### src/rtl/alu_pkg.sv
// ---------------------------------------------------------------------------
// alu_pkg
//   Shared definitions for the EX-stage integer ALU:
//     - alu_op_t       : 4-bit operation encoding driven by the decoder
//     - BRANCH_DEFAULT : value placed on result for branch-compare ops
//     - SHAMT_W        : width of the in-range shift amount (0..31)
//     - is_branch_op() : true for the four branch-compare encodings
// ---------------------------------------------------------------------------
package alu_pkg;

    typedef enum logic [3:0] {
        ALU_ADD  = 4'b0000,
        ALU_SUB  = 4'b0001,
        ALU_XOR  = 4'b0010,
        ALU_OR   = 4'b0011,
        ALU_AND  = 4'b0100,
        ALU_SLL  = 4'b0101,
        ALU_SRL  = 4'b0110,
        ALU_SRA  = 4'b0111,
        ALU_SLT  = 4'b1000,
        ALU_MUL  = 4'b1001,
        ALU_LUI  = 4'b1010,
        ALU_MULH = 4'b1011,
        ALU_BEQ  = 4'b1100,
        ALU_BNE  = 4'b1101,
        ALU_BGT  = 4'b1110,
        ALU_BLT  = 4'b1111
    } alu_op_t;

    // Branch-compare ops carry no arithmetic result; downstream logic sees
    // all ones so an accidental write-back is easy to spot.
    localparam logic [31:0] BRANCH_DEFAULT = 32'hFFFF_FFFF;

    // Amounts 0..31 are applied directly; anything larger saturates.
    localparam int SHAMT_W = 5;

    // The branch-compare ops occupy the top quarter of the encoding space.
    function automatic logic is_branch_op(input alu_op_t op);
        return (op[3:2] == 2'b11);
    endfunction

endpackage : alu_pkg

### src/rtl/alu_shifter.sv
// ---------------------------------------------------------------------------
// alu_shifter
//   Purely combinational barrel shifter for SLL / SRL / SRA.
//   The shift amount is the full 32-bit operand B taken as unsigned, so
//   amounts of 32 or more saturate: logical shifts give zero, arithmetic
//   right shift gives 32 copies of the sign bit.
//
//   Ports
//     operand_i  in  32  value to be shifted (operand A)
//     amount_i   in  32  unsigned shift amount (operand B, full width)
//     op_i       in   4  operation select; only SLL/SRL/SRA are meaningful
//     result_o   out 32  shifted value (zero for any non-shift op)
// ---------------------------------------------------------------------------
module alu_shifter
    import alu_pkg::*;
(
    input  logic [31:0] operand_i,
    input  logic [31:0] amount_i,
    input  alu_op_t     op_i,
    output logic [31:0] result_o
);

    logic               saturate;
    logic [SHAMT_W-1:0] shamt;
    logic [31:0]        sll_val;
    logic [31:0]        srl_val;
    logic [31:0]        sra_val;
    logic [31:0]        sign_fill;

    // Any set bit above bit 4 means the amount is at least 32.
    assign saturate  = |amount_i[31:SHAMT_W];
    assign shamt     = amount_i[SHAMT_W-1:0];
    assign sign_fill = {32{operand_i[31]}};

    // In-range shifts use only the low five bits; saturation overrides them
    // so that e.g. an amount of 33 is not mistaken for a shift by 1.
    assign sll_val = saturate ? 32'd0     : (operand_i << shamt);
    assign srl_val = saturate ? 32'd0     : (operand_i >> shamt);
    assign sra_val = saturate ? sign_fill : 32'($signed(operand_i) >>> shamt);

    always_comb begin
        result_o = 32'd0;
        case (op_i)
            ALU_SLL: result_o = sll_val;
            ALU_SRL: result_o = srl_val;
            ALU_SRA: result_o = sra_val;
            default: result_o = 32'd0;
        endcase
    end

endmodule : alu_shifter

### src/rtl/alu.sv
// ---------------------------------------------------------------------------
// alu
//   Single-cycle RV32-style integer ALU for the EX stage. Produces the
//   arithmetic/logic/shift/compare/multiply/LUI result and the branch-taken
//   flag combinationally, and keeps an EX/MEM registered copy of both.
//
//   Ports
//     clk       in   1  system clock; rising edge updates registered copies
//     rst       in   1  asynchronous active-high reset (registered copies only)
//     a         in  32  operand A (rs1), two's complement
//     b         in  32  operand B (rs2 or immediate), two's complement
//     alu_op    in   4  operation select (alu_op_t encoding)
//     result    out 32  combinational result
//     branch    out  1  combinational branch-taken flag
//     result_q  out 32  result registered on clk
//     branch_q  out  1  branch registered on clk
// ---------------------------------------------------------------------------
module alu
    import alu_pkg::*;
(
    input  logic        clk,
    input  logic        rst,
    input  logic [31:0] a,
    input  logic [31:0] b,
    input  logic [3:0]  alu_op,
    output logic [31:0] result,
    output logic        branch,
    output logic [31:0] result_q,
    output logic        branch_q
);

    alu_op_t            op;
    logic [31:0]        shift_res;
    logic signed [63:0] a_ext;
    logic signed [63:0] b_ext;
    logic signed [63:0] product;
    logic               eq;
    logic               lt_s;
    logic               gt_s;
    logic [31:0]        result_d;
    logic               branch_d;

    assign op = alu_op_t'(alu_op);

    // -----------------------------------------------------------------------
    // Shifts, with full-width amount saturation
    // -----------------------------------------------------------------------
    alu_shifter u_shifter (
        .operand_i (a),
        .amount_i  (b),
        .op_i      (op),
        .result_o  (shift_res)
    );

    // -----------------------------------------------------------------------
    // One signed 64-bit multiplier shared by MUL (low word) and MULH (high
    // word). Operands are sign-extended up front so the product is exact.
    // -----------------------------------------------------------------------
    assign a_ext   = {{32{a[31]}}, a};
    assign b_ext   = {{32{b[31]}}, b};
    assign product = a_ext * b_ext;

    // -----------------------------------------------------------------------
    // Comparators shared between SLT and the branch conditions.
    // -----------------------------------------------------------------------
    assign eq   = (a == b);
    assign lt_s = ($signed(a) < $signed(b));
    assign gt_s = ($signed(a) > $signed(b));

    // -----------------------------------------------------------------------
    // Result / branch selection
    // -----------------------------------------------------------------------
    always_comb begin
        result_d = 32'd0;
        branch_d = 1'b0;

        // Branch-compare ops never produce a data result.
        if (is_branch_op(op)) begin
            result_d = BRANCH_DEFAULT;
        end

        case (op)
            ALU_ADD:  result_d = a + b;
            ALU_SUB:  result_d = a - b;
            ALU_XOR:  result_d = a ^ b;
            ALU_OR:   result_d = a | b;
            ALU_AND:  result_d = a & b;
            ALU_SLL,
            ALU_SRL,
            ALU_SRA:  result_d = shift_res;
            ALU_SLT:  result_d = {31'd0, lt_s};
            ALU_MUL:  result_d = product[31:0];
            // Upper twelve bits of b fall off the top.
            ALU_LUI:  result_d = {b[19:0], 12'd0};
            ALU_MULH: result_d = product[63:32];
            ALU_BEQ:  branch_d = eq;
            ALU_BNE:  branch_d = ~eq;
            ALU_BGT:  branch_d = gt_s;
            ALU_BLT:  branch_d = lt_s;
            default: begin
                result_d = 32'd0;
                branch_d = 1'b0;
            end
        endcase
    end

    assign result = result_d;
    assign branch = branch_d;

    // -----------------------------------------------------------------------
    // EX/MEM copy. Reset clears only the registered outputs; the
    // combinational path is independent of rst.
    // -----------------------------------------------------------------------
    always_ff @(posedge clk or posedge rst) begin
        if (rst) begin
            result_q <= 32'd0;
            branch_q <= 1'b0;
        end else begin
            result_q <= result_d;
            branch_q <= branch_d;
        end
    end

endmodule : alu

### config.mk
export PLATFORM = sky130hd
export DESIGN_NAME = alu
export DESIGN_NICKNAME = d
export VERILOG_FILES = /design/src/rtl/alu_pkg.sv /design/src/rtl/alu_shifter.sv /design/src/rtl/alu.sv
export SDC_FILE = /design/constraint.sdc
export NUM_CORES = 2
export LEC_CHECK = 0
export BUFFER_PORTS_ARGS = -buffer_cell sky130_fd_sc_hd__buf_2
export CORE_MARGIN = 1.5
export CORE_UTILIZATION = 25
export DETAILED_ROUTE_END_ITERATION = 12
export HOLD_SLACK_MARGIN = 0.12
export PLACE_DENSITY_LB_ADDON = 0.05
export SYNTH_ARGS = -nofsm -noshare
export SYNTH_HDL_FRONTEND = slang
export SYNTH_SLANG_ARGS = --single-unit
### constraint.sdc
create_clock -name clk -period 14.55 [get_ports clk]
set_input_delay 0.7275 -clock clk [delete_from_list [all_inputs] [get_ports clk]]
set_output_delay 0.7275 -clock clk [all_outputs]
set_load 0.005 [all_outputs]
==> results by group <==
Logic synthesis
  • Post-synthesis cell count: around 5300
  • Leading area contributor after synthesis: fa_1
  • List of most frequent post-synthesis cells: fa_1, inv_1, nor2_1
  • Register area share after synthesis: 0.0184
  • Yosys warns: 0
  • Yosys cell types: 95
  • Ys flop type: dfrtp_1
  • Top post-synthesis cells by area: fa_1, inv_1, ha_1, nor2_1, nand2_1
  • FF+latch count, synth: 33
  • Count leader, synth: fa_1
  • Mapped Avg Cell Area: around 8.5 µm²
  • EDFF count, synth: 0
  • Fraction of registers with async set/reset: 1.00
  • Post-synthesis cell area: 44900 µm²
  • Post-synth net total: 6724
  • Synth top area share: 0.483

Global routing
  • Largest net degree at the start of global routing: 53
  • Global-route wire length before repair: 341000 µm
  • Vias in the first global route: between 40000 and 50000
  • Antenna violations before repair: 19
  • Total congestion overflow: 0
  • GRT Total Usage: 0.268

Timing
  • Final period util: 0.828
  • Fmax: 83.0 MHz
  • RSZ-0062 raised after global routing: false
  • Min cycle time layout: 12.05 ns
  • Slew margin rel.: 0.0833
  • Worst Slack Setup Final: ~2.5 ns
  • Max-slew violations: 0
  • Hold slack: 0.524 ns
  • Final TNS setup: 0 ns
  • Final setup fails: 0
  • Fin. Hold Viols: 0
  • Tightest Pin Transition: ~1.4 ns

Clocking
  • # H-tree levels: 2
  • Clock slew at reported path FFs: 0.07 ns
  • Clock Sinks: 33
  • Number of setup buffers added after CTS: 0
  • Clk buf depth: 2
  • CTS tree: done
  • CTS Buf Count: 5
  • Root Buffer: clkbuf_16
  • Hold Buf Count CTS: 0
  • Gates resized, CTS repair: 0

Routing
  • Routed Antenna Nets: 0
  • Drt total wl: ~240000 µm
  • DRC viols: 0
  • Avg Vias per Cell: between 5 and 6
  • Initial drt markers: 3100
  • Routed WL per cell: 31.8 µm
  • Via count: approximately 39000
  • Initial DRT Pass Iterations: 6

Placed design
  • Setup Slack @ Placement: 2.81 ns
  • Post-DP HPWL: 194000 µm
  • Post-DP Area: approximately 48000 µm²
  • Gpl congestion: roughly 0.94
  • Buffers on Ports: 135

Die
  • Die Footprint: 182000 µm²
  • Starting density of the core: 0.252
  • Rows: 155
  • Die Y: 427 µm
  • Die X: between 400 and 500 µm
  • IO Count: 136
  • Core area: 178000 µm²

Critical path
  • Worst Path Class, Setup: in2out
  • Critical Path Source Type: input pin
  • Crit path max fanout: 20
  • Arr. time, crit path: between 10 and 15 ns
  • Critical Path RT: 13.82 ns
  • Worst setup EP type: output pin

Run status
  • Status: finished clean

Layout
  • Nets: 6680
  • Fin area: 48500 µm²
  • Layout cells sized above 1: 0.0744
  • Layout area overhead: 8.04%

Hold path
  • Hold Crit Class: in2async

Flow run
  • Max-Cap Viols: 0
## critical path, stage by stage
cell	delay, ns
buf_2	0.59
inv_1	0.74
nor2_1	0.32
fa_1	0.46
inv_1	0.27
fa_1	0.49
inv_1	0.25
fa_1	0.50
fa_1	0.49
buf_4	0.21
inv_1	0.35
fa_1	0.61
inv_1	0.06
fa_1	0.55
fa_1	0.43
fa_1	0.49
ha_1	0.42
a21oi_1	0.28
nand2_1	0.08
nor2_1	0.26
o2111ai_1	0.20
o31ai_1	0.99
a21oi_1	0.51
nand3_1	0.21
o21ai_0	0.12
or4_1	0.49
buf_2	0.16
## state kept, by name, indices dropped and copies added (netlist names)
| register | count |
|---|---|
| branch_q | 1 |
| result_q | 32 |
## worst paths after layout
kind                       slack (ns)                endpoint      start  cells past startpoint
max in group asynchronous       13.67   result_q[1]$_DFF_PP0_        rst                      3
worst max-delay path             2.50              result[29]       b[7]                     27
min in group clk                 1.01      branch_q$_DFF_PP0_  alu_op[1]                      3
worst min-delay path             0.52  result_q[31]$_DFF_PP0_        rst                      3
## placed cells by master (no fill, tap or decap), types with 15 or more instances in the layout
cell,synthesis,routed
fa_1,1084,1083
inv_1,1040,1038
nor2_1,730,728
nand2_1,629,629
ha_1,282,282
a21oi_1,198,198
o21ai_0,146,146
buf_4,4,146
buf_2,24,132
mux2i_1,57,57
xnor2_1,46,46
nand3_1,42,42
mux4_2,42,42
a21o_1,37,37
nor3_1,40,35
dfrtp_1,33,33
a221oi_1,29,29
nand4_1,27,27
o21bai_1,25,25
a31oi_1,25,25
a211oi_1,23,23
o211ai_1,22,22
xor2_1,22,22
clkinv_1,21,21
o2111ai_1,21,21
nor4_1,21,20
o22ai_1,20,20
a22oi_1,19,19
nand2b_1,17,17
o221ai_1,17,17
o21ai_1,16,16
and3_1,15,15
nor2b_1,15,15
a221o_1,15,15
## logic make-up (layout without fill, tap and decap cells)
family          after synthesis  after routing  synth area share
compound gates              726            726             0.108
xor+xnor                     68             68            0.0133
fa+ha+maj                  1366           1366             0.562
buf+inv                    1396           1353             0.118
flops                        33             33            0.0184
mux                         108            108            0.0360
other cells                   0              5                 0
simple gates               1591           1591             0.145
## metal layers
metal  up-vias  GRT usage  part of all wire
li1      16300          -                 -
met1     20800      0.356              0.43
met2      1222      0.451              0.48
met3       295     0.0324             0.049
met4         6     0.0870             0.041
met5         -          0           0.00017
## per-stage QoR
| stage | utilization | cells |
|---|---|---|
| 2_1_floorplan | - | 5288 |
| 5_1_grt | 0.272 | 7603 |
| 6_report | 0.272 | 7605 |
| 3_3_place_gp | 0.271 | 7592 |
| 4_1_cts | 0.272 | 7600 |
| 3_5_place_dp | 0.271 | 7592 |
## layout make-up
cell class	count	area, µm²
timing repair buffer	278	1760
clock buffer	5	125
tap	2355	2950
multi-input combinational	3859	38800
antenna	5	12.5
inverter	1067	4010
clock inverter	3	17.5
fill	19700	130000
sequential	33	826
Power is not shown: default switching activity piles up to over one toggle a cycle in this logic, so the estimate is an artifact.
